===== src/rtl/handshake_pkg.sv =====
// Shared helpers for the handshake FIFO slice.
package handshake_pkg;

  // Pointer width: address bits plus one wrap bit that tells full from empty.
  function automatic int ptr_w(input int depth);
    return $clog2(depth) + 1;
  endfunction

endpackage


===== src/rtl/handshake_fifo_ctrl.sv =====
// Pointer bookkeeping for the FIFO: push/pop decode, wrap-bit pointers,
// registered full/empty handshake flags, level and head-register load selects.
module handshake_fifo_ctrl
  import handshake_pkg::*;
#(
  parameter  int DEPTH  = 4,
  localparam int ADDR_W = $clog2(DEPTH),
  localparam int PTR_W  = ptr_w(DEPTH),
  localparam int LVL_W  = $clog2(DEPTH + 1)
) (
  input  logic              clk,
  input  logic              rst,
  input  logic              s_valid,
  input  logic              m_ready,
  output logic              s_ready,
  output logic              m_valid,
  output logic              push,
  output logic [ADDR_W-1:0] wr_addr,
  output logic [ADDR_W-1:0] rd_next_addr,
  output logic [LVL_W-1:0]  level,
  output logic              head_from_input,
  output logic              head_from_ram
);

  logic [PTR_W-1:0] r_wr_ptr;
  logic [PTR_W-1:0] r_rd_ptr;
  logic             r_s_ready;
  logic             r_m_valid;

  logic [PTR_W-1:0] w_wr_ptr_next;
  logic [PTR_W-1:0] w_rd_ptr_next;
  logic [PTR_W-1:0] w_rd_ptr_inc;
  logic [LVL_W-1:0] w_level;
  logic             w_push;
  logic             w_pop;
  logic             w_full_next;
  logic             w_empty_next;

  // Transfers only happen against the registered flags, so no input reaches
  // an output combinationally.
  assign w_push = s_valid & r_s_ready;
  assign w_pop  = r_m_valid & m_ready;

  // DEPTH is a power of two, so a plain binary increment wraps the address
  // bits DEPTH-1 -> 0 and toggles the wrap bit for free.
  assign w_rd_ptr_inc  = r_rd_ptr + PTR_W'(1);
  assign w_wr_ptr_next = w_push ? r_wr_ptr + PTR_W'(1) : r_wr_ptr;
  assign w_rd_ptr_next = w_pop  ? w_rd_ptr_inc         : r_rd_ptr;

  assign w_empty_next = (w_wr_ptr_next == w_rd_ptr_next);
  assign w_full_next  = (w_wr_ptr_next[ADDR_W-1:0] == w_rd_ptr_next[ADDR_W-1:0]) &&
                        (w_wr_ptr_next[PTR_W-1]    != w_rd_ptr_next[PTR_W-1]);

  // Modular pointer difference is the occupancy, 0..DEPTH.
  assign w_level = LVL_W'(r_wr_ptr - r_rd_ptr);

  // Head register reload: an incoming beat becomes the head when the FIFO is
  // empty, or when the only stored beat leaves on the same edge; otherwise a
  // pop exposes the next stored entry.
  assign head_from_input = w_push & ((w_level == '0) | (w_pop & (w_level == LVL_W'(1))));
  assign head_from_ram   = w_pop & (w_level > LVL_W'(1));

  // Pointer and flag registers.
  // NOTE: state registers use non-blocking assignments so every flop samples pre-edge values.
  always_ff @(posedge clk or negedge rst) begin
    if (!rst) begin
      r_wr_ptr  <= '0;
      r_rd_ptr  <= '0;
      r_s_ready <= 1'b0;
      r_m_valid <= 1'b0;
    end else begin
      r_wr_ptr  <= w_wr_ptr_next;
      r_rd_ptr  <= w_rd_ptr_next;
      r_s_ready <= !w_full_next;
      r_m_valid <= !w_empty_next;
    end
  end

  assign s_ready      = r_s_ready;
  assign m_valid      = r_m_valid;
  assign push         = w_push;
  assign wr_addr      = r_wr_ptr[ADDR_W-1:0];
  assign rd_next_addr = w_rd_ptr_inc[ADDR_W-1:0];
  assign level        = w_level;

endmodule


===== src/rtl/handshake_fifo.sv =====
// First-word-fall-through valid/ready FIFO, registered in both directions.
// Storage array plus a registered copy of the head entry driving m_data.
module handshake_fifo
  import handshake_pkg::*;
#(
  parameter  int DATA_BITS = 8,
  parameter  int DEPTH     = 4,
  localparam int ADDR_W    = $clog2(DEPTH),
  localparam int LVL_W     = $clog2(DEPTH + 1)
) (
  input  logic                 clk,
  input  logic                 rst,
  input  logic                 s_valid,
  output logic                 s_ready,
  input  logic [DATA_BITS-1:0] s_data,
  output logic                 m_valid,
  input  logic                 m_ready,
  output logic [DATA_BITS-1:0] m_data,
  output logic [LVL_W-1:0]     level
);

  // Pointer arithmetic relies on a power-of-two depth of at least two.
  if (DEPTH < 2 || (DEPTH & (DEPTH - 1)) != 0) begin : g_bad_depth
    $error("handshake_fifo: DEPTH must be a power of two >= 2");
  end

  logic [DATA_BITS-1:0] r_mem [DEPTH];
  logic [DATA_BITS-1:0] r_m_data;
  logic [DATA_BITS-1:0] w_head_next;
  logic                 w_push;
  logic [ADDR_W-1:0]    w_wr_addr;
  logic [ADDR_W-1:0]    w_rd_next_addr;
  logic                 w_head_from_input;
  logic                 w_head_from_ram;

  handshake_fifo_ctrl #(
    .DEPTH (DEPTH)
  ) u_ctrl (
    .clk             (clk),
    .rst             (rst),
    .s_valid         (s_valid),
    .m_ready         (m_ready),
    .s_ready         (s_ready),
    .m_valid         (m_valid),
    .push            (w_push),
    .wr_addr         (w_wr_addr),
    .rd_next_addr    (w_rd_next_addr),
    .level           (level),
    .head_from_input (w_head_from_input),
    .head_from_ram   (w_head_from_ram)
  );

  // Storage write on every accepted beat.
  // NOTE: the array has no reset; validity is tracked by the pointers alone.
  always_ff @(posedge clk) begin
    if (w_push) begin
      r_mem[w_wr_addr] <= s_data;
    end
  end

  // Next head value: fresh input, next stored entry, or hold.
  // NOTE: default assignment first, so no path leaves the value unassigned and no latch is inferred.
  always_comb begin
    w_head_next = r_m_data;
    if (w_head_from_input) begin
      w_head_next = s_data;
    end else if (w_head_from_ram) begin
      w_head_next = r_mem[w_rd_next_addr];
    end
  end

  // Head register; holds while the downstream stalls or the FIFO is empty.
  always_ff @(posedge clk or negedge rst) begin
    if (!rst) begin
      r_m_data <= '0;
    end else begin
      r_m_data <= w_head_next;
    end
  end

  assign m_data = r_m_data;

endmodule


===== config.mk =====
export PLATFORM = sky130hd
export DESIGN_NAME = handshake_fifo
export DESIGN_NICKNAME = d
export VERILOG_FILES = /design/src/rtl/handshake_pkg.sv /design/src/rtl/handshake_fifo_ctrl.sv /design/src/rtl/handshake_fifo.sv
export SDC_FILE = /design/constraint.sdc
export NUM_CORES = 1
export LEC_CHECK = 0
export ABC_AREA = 1
export CELL_PAD_IN_SITES_DETAIL_PLACEMENT = 0
export CELL_PAD_IN_SITES_GLOBAL_PLACEMENT = 1
export CORE_MARGIN = 5
export CORE_UTILIZATION = 43
export CTS_CLUSTER_DIAMETER = 30
export DETAILED_ROUTE_END_ITERATION = 16
export PLACE_DENSITY = 0.83
export SLEW_MARGIN = 20
export SYNTH_ARGS = -nofsm -noshare
export SYNTH_HDL_FRONTEND = slang
export SYNTH_SLANG_ARGS = --single-unit

===== constraint.sdc =====
create_clock -name clk -period 2.6 [get_ports clk]
set_input_delay 0.52 -clock clk [delete_from_list [all_inputs] [get_ports clk]]
set_output_delay 0.52 -clock clk [all_outputs]
set_load 0.01 [all_outputs]

==> results.md, run 1 <==
* Worst path slowest cell: dfrtp_1
* Worst Path Required at 2.08 ns
* Pwr/cell area at 1380 nW/um2
* Cell Rows at 26
* Run status: finished clean
* Total vias in the final route at 1563
* Cts hold-fix bufs at 0
* Dpl cell area at 2630 um2
* Global Route Usage Sum at 14.7%
* IO Count at 25
* CTS H-Tree Depth at 2
* Post-synthesis sequential area ratio at 60.3%
* Core ar. at 5110 um2
* HP Class: flop to flop
* Slew Viols, Final at 0
* #FFs+latches synth at 48
* Worst Tran Pin Value at 0.733 ns
* Setup TNS at 0 ns
* Crit Path Class: flop to output pin
* Drt first pass iters at 4
* Post-DRT Antenna Nets at 0
* MaxCap Viol Count at 0
* Area Growth Syn to Fin at 22.0%
* Layout Nets at 274
* Clk_skew at 0.00786 ns
* Netlist Area Pre-Place at 2260 um2
* 1st-iter DRT viols at 86
* Fill cells at 478
* Routability cong. at 0.771
* Largest net degree at the start of global routing at 19
* Endpoints failing setup at 0
* Peak VDD IR at 0.000572 V
* Vias in the first global route at 1518
* # DRC at 0
* Post-Route Hold Slack at 0.488 ns
* Design Area, Final at 2750 um2
* Syn Inst Count at 218
* Tmin final at 2.48 ns
* Critical Path AT at 1.96 ns
* Unrepaired setup endpoints after global routing: false
* Die span in y at 82.5 um
* Pleak at 1.21 nW
* YS warnings at 0
* CTS Sinks at 48
* Post-DR wirelength/cell at 14.0 um
* Fin. Hold Viols at 0
* CP max FO at 4
* Syn avg cell area at 10.4 um2
* Syn nets at 237
* Die X-Extent at 82.5 um
* Clock tree buffer depth at 2
* Root Buffer: clkbuf_8
* CP Capture Type: output pin
* Vias/cell at 4.79
* Slew HR at 51.0%
* Reg clk slew, reported paths at 0.09 ns
* Grt total ovfl at 0
* Diodes inserted at 0
* Global-route wire length before repair at 7340 um
* Initial antenna violation count at 0
* Layout cells sized above 1 at 13.3%
* Yosys cell types at 24
* Starting density of the core at 44.2%
* Dpl hpwl at 3260 um
* Period utilization at 95.2%
* Full die area at 6800 um2
* TritonCTS clock tree: done
* Startpoint Class: flop
* Later-pin clock latency in the skew report at 0.30 ns
* Port Buffers at 24
* Worst path most repeated cell: nand2_1
* Routed WL at 4570 um
* Crit-path max cell delay at 0.37 ns
* Number of CTS-inserted buffers at 5
* Max Clock Freq at 404 MHz
* Cell Chain, Critical Path: inv_2, ha_1, fa_2, inv_2, nand2_1, nand2_1, nand2_1, nand2_4, inv_1, dlygate4sd2_1
-- layout by cell type, fill, tap and decap left out, drive strengths merged, types with 2 or more instances in the layout --
cell	n
inv	24
clkdlybuf4s50	22
edfxtp	32
buf	11
clkinv	2
dfrtp	16
nand2	81
clkbuf	5
nor2	5
xor2	7
nand4	8
ha	6
nand3	29
a21oi	2
-- metrics by stage --
step / cells / setup WS [ns] / util [%] / total power, mW
global route: 326 / 0.0189 / 53.9 / 4.11
detailed placement: 317 / 0.101 / 51.5 / 3.30
finish: 326 / 0.125 / 53.9 / 3.79
floorplan: 218 / 0.596 / - / 2.55
CTS: 326 / 0.0507 / 53.8 / 3.84
global placement: 317 / 0.152 / 51.5 / 3.27
-- final cells by class --
type                    count  area (um2)  share of cell area (%)
clock buffers               5        68.8                    2.50
repair buffers             35         324                    11.8
flip-flops and latches     48        1360                    49.5
well taps                  70        87.6                    3.18
multi-input cells         141         773                    28.1
clock inverters             3        42.5                    1.55
inverters                  24        95.1                    3.45
-- layer usage --
layer / share of wire [%] / wire length [um] / GRT usage [%] / vias up
met5: 0 / 0 / 0 / -
met2: 47 / 2140 / 23.7 / 36
met3: 3.6 / 166 / 2.82 / 11
li1: - / - / - / 788
met4: 2.8 / 127 / 6.48 / 0
met1: 47 / 2140 / 19.3 / 728
-- flip-flops by register name, summed over array words and instances (netlist names) --
register         cells
m_data               8
r_mem               32
u_ctrl.m_valid       1
u_ctrl.r_rd_ptr      3
u_ctrl.r_wr_ptr      3
u_ctrl.s_ready       1
-- power breakdown --
part	switching [mW]	internal (mW)
combinational	1.29	0.826
sequential	0.0922	1.05
clock	0.247	0.285
total	1.63	2.16
-- synthesized netlist by cell type --
library cell | instances | area (um2)
a21oi_1 | 1 | 5.00
a21oi_4 | 1 | 16.3
nand2_4 | 1 | 11.3
inv_6 | 1 | 8.76
nand3_2 | 1 | 10.0
buf_4 | 2 | 15.0
nand4_1 | 8 | 50.1
xor2_1 | 5 | 43.8
edfxtp_1 | 32 | 961
fa_1 | 1 | 20.0
buf_2 | 3 | 15.0
nand3_1 | 27 | 135
inv_1 | 20 | 75.1
o21ai_1 | 1 | 5.00
xnor2_1 | 1 | 8.76
nand3_4 | 1 | 17.5
dfrtp_1 | 16 | 400
ha_1 | 6 | 75.1
inv_2 | 3 | 11.3
nand2_2 | 2 | 12.5
nand2_8 | 1 | 20.0
nor2_1 | 5 | 18.8
xor2_2 | 2 | 32.5
nand2_1 | 77 | 289
-- worst max-delay path: cells and delay by family, from the launching register on --
| family | cells | cell delay [ns] |
|---|---|---|
| DFF | 1 | 0.37 |
| and+or+nand+nor | 4 | 0.30 |
| adders and majority gates | 2 | 0.55 |
| buffers and inverters | 4 | 0.44 |
-- kinds of logic after synthesis --
group / count (synthesis) / synth area share, %
simple gates: 123 / 25.0
flops: 48 / 60.3
buf+inv: 29 / 5.54
xor+xnor: 8 / 3.77
fa+ha+maj: 7 / 4.21
compound gates: 3 / 1.16
-- repair_timing --
item                                    CTS  global route
hold endpoints to repair                  0             0
endpoints found under the setup margin    2             2
gates resized for setup                   3             2
setup buffers                             1             0
-- worst paths after layout --
kind                                     from                 end  slack (ns)  cells after the start
setup / recovery           u_ctrl.r_wr_ptr[0]            level[2]        0.12                     10
hold / removal                      m_data[6]           m_data[6]        0.49                      2
setup reg to reg           u_ctrl.r_wr_ptr[0]           m_data[0]        0.49                     14
hold reg to reg                     m_data[6]           m_data[6]        0.49                      2
max in group asynchronous                 rst  u_ctrl.r_rd_ptr[1]        1.49                      1
min in group asynchronous                 rst           m_data[2]        0.65                      1
(Power assumes the default switching activity.)
==> inputs of run 2 (changes only) <==
SKIP_CTS_REPAIR_TIMING = 1   (was unset)
==> results.md, run 2 (same netlist as run 1, synthesis figures left out) <==
* Run status: finished clean
* Fill cells at 479
* Number of CTS-inserted buffers at 5
* Startpoint Class: flop
* CTS H-Tree Depth at 2
* Routability cong. at 0.771
* Port Buffers at 24
* CTS Sinks at 48
* Crit path max-delay family: adder cells
* Final worst setup slack at 0.190 ns
* Peak VDD IR at 0.000545 V
* Cell Chain, Critical Path: inv_2, ha_1, fa_2, inv_1, nand2_1, nand2_1, nand2_1, nand2_4, inv_1, dlymetal6s2s_1
* Grt total ovfl at 0
* Slew HR at 50.9%
* Setup TNS at 0 ns
* Total vias in the final route at 1551
* Buf/Inv on CP at 4
* Endpoints failing setup at 0
* Dpl hpwl at 3260 um
* Worst path most repeated cell: nand2_1
* Global Route Usage Sum at 14.8%
* Design Area, Final at 2760 um2
* Pleak at 1.22 nW
* Starting density of the core at 44.2%
* Storage cell area at 1360 um2
* Worst Path Required at 2.08 ns
* Fin. Hold Viols at 0
* Max reg flops at 32
* Post-Route Hold Slack at 0.486 ns
* Later-pin clock latency in the skew report at 0.30 ns
* Pwr/cell area at 1380 nW/um2
* Area Growth Syn to Fin at 22.1%
* Root Buffer: clkbuf_8
* Max Clock Freq at 415 MHz
* Cell Rows at 26
* Layout Nets at 274
* Die span in y at 82.5 um
* Vias in the first global route at 1516
* Slew Viols, Final at 0
* Most common cell after layout, fill and taps aside: nand2_1
* Global-route wire length before repair at 7360 um
* Biggest register: r_mem
* Crit-path max cell delay at 0.39 ns
* Vias/cell at 4.76
* Tot Pwr at 3.79 mW
* Core ar. at 5110 um2
* Post-DRT Antenna Nets at 0
* Reg clk slew, reported paths at 0.09 ns
* Clock tree buffer depth at 2
* Routed WL at 4600 um
* 1st-iter DRT viols at 79
* IO Count at 25
* Tmin final at 2.41 ns
* Full die area at 6800 um2
* Post-DR wirelength/cell at 14.1 um
* MaxCap Viol Count at 0
* HP Class: flop to flop
* Initial antenna violation count at 0
* Die X-Extent at 82.5 um
* Drt first pass iters at 4
* Dpl cell area at 2630 um2
* Multi-input logic area at 773 um2
* Diodes inserted at 0
* # DRC at 0
* CP Capture Type: output pin
* TritonCTS clock tree: done
* Most frequent cells in the layout: nand2_1, edfxtp_1, nand3_1
* Clk_skew at 0.00694 ns
* Largest net degree at the start of global routing at 19
* Setup WS pre-CTS at 0.101 ns
* Worst Tran Pin Value at 0.734 ns
* Unrepaired setup endpoints after global routing: false
* Worst path slowest cell: dfrtp_1
* Period utilization at 92.7%
* Crit Path Class: flop to output pin
* Critical Path AT at 1.89 ns
* Layout cells sized above 1 at 12.9%
* CP max FO at 4
## run 2: cell count changes in the layout (fill, tap and decap cells not counted)
cell,previous run,this run
dlygate4sd2_1,1,0
inv_2,5,4
dlymetal6s2s_1,1,2
inv_1,18,19
## run 2: worst min-delay path, cell delays in order (launching register included)
cell	delay (ns)
dfrtp_1	0.35
nand2_1	0.05
nand2_1	0.05
## run 2: layout make-up
| cell class | instances | area share, % |
|---|---|---|
| flip-flops and latches | 48 | 49.4 |
| multi-input cells | 141 | 28.1 |
| repair buffers | 35 | 11.9 |
| inverters | 24 | 3.45 |
| well taps | 70 | 3.18 |
| clock buffers | 5 | 2.50 |
| clock inverters | 3 | 1.54 |
## run 2: where the power goes
| part | switching, mW | internal, mW | leakage, nW | total [mW] |
|---|---|---|---|---|
| clock network | 0.246 | 0.285 | 0.0558 | 0.530 |
| registers | 0.0948 | 1.05 | 0.479 | 1.14 |
| logic | 1.29 | 0.831 | 0.684 | 2.12 |
| total | 1.63 | 2.16 | 1.22 | 3.79 |
## run 2: final timing paths
path                                     from                  to  slack (ns)  cells after the start
hold / removal                      m_data[6]           m_data[6]        0.49                      2
setup / recovery           u_ctrl.r_wr_ptr[0]            level[2]        0.19                     10
max in group asynchronous                 rst  u_ctrl.r_rd_ptr[1]        1.49                      1
setup reg to reg           u_ctrl.r_wr_ptr[0]           m_data[0]        0.44                     14
min in group asynchronous                 rst           m_data[2]        0.65                      1
hold reg to reg                     m_data[6]           m_data[6]        0.49                      2
## run 2: per-stage QoR
stage | cells | util [%]
after global routing | 326 | 54.0
after global placement | 317 | 51.5
after detailed placement | 317 | 51.5
after floorplan | 218 | -
final | 326 | 54.0
after CTS | 325 | 53.7
## run 2: routing by layer
layer	vias up	global-route usage (%)	routed length [um]	part of all wire (%)
met4	0	6.48	127	2.8
met1	718	19.4	2140	46
li1	790	-	-	-
met2	32	23.7	2180	47
met3	11	2.82	152	3.3
met5	-	0	0	0
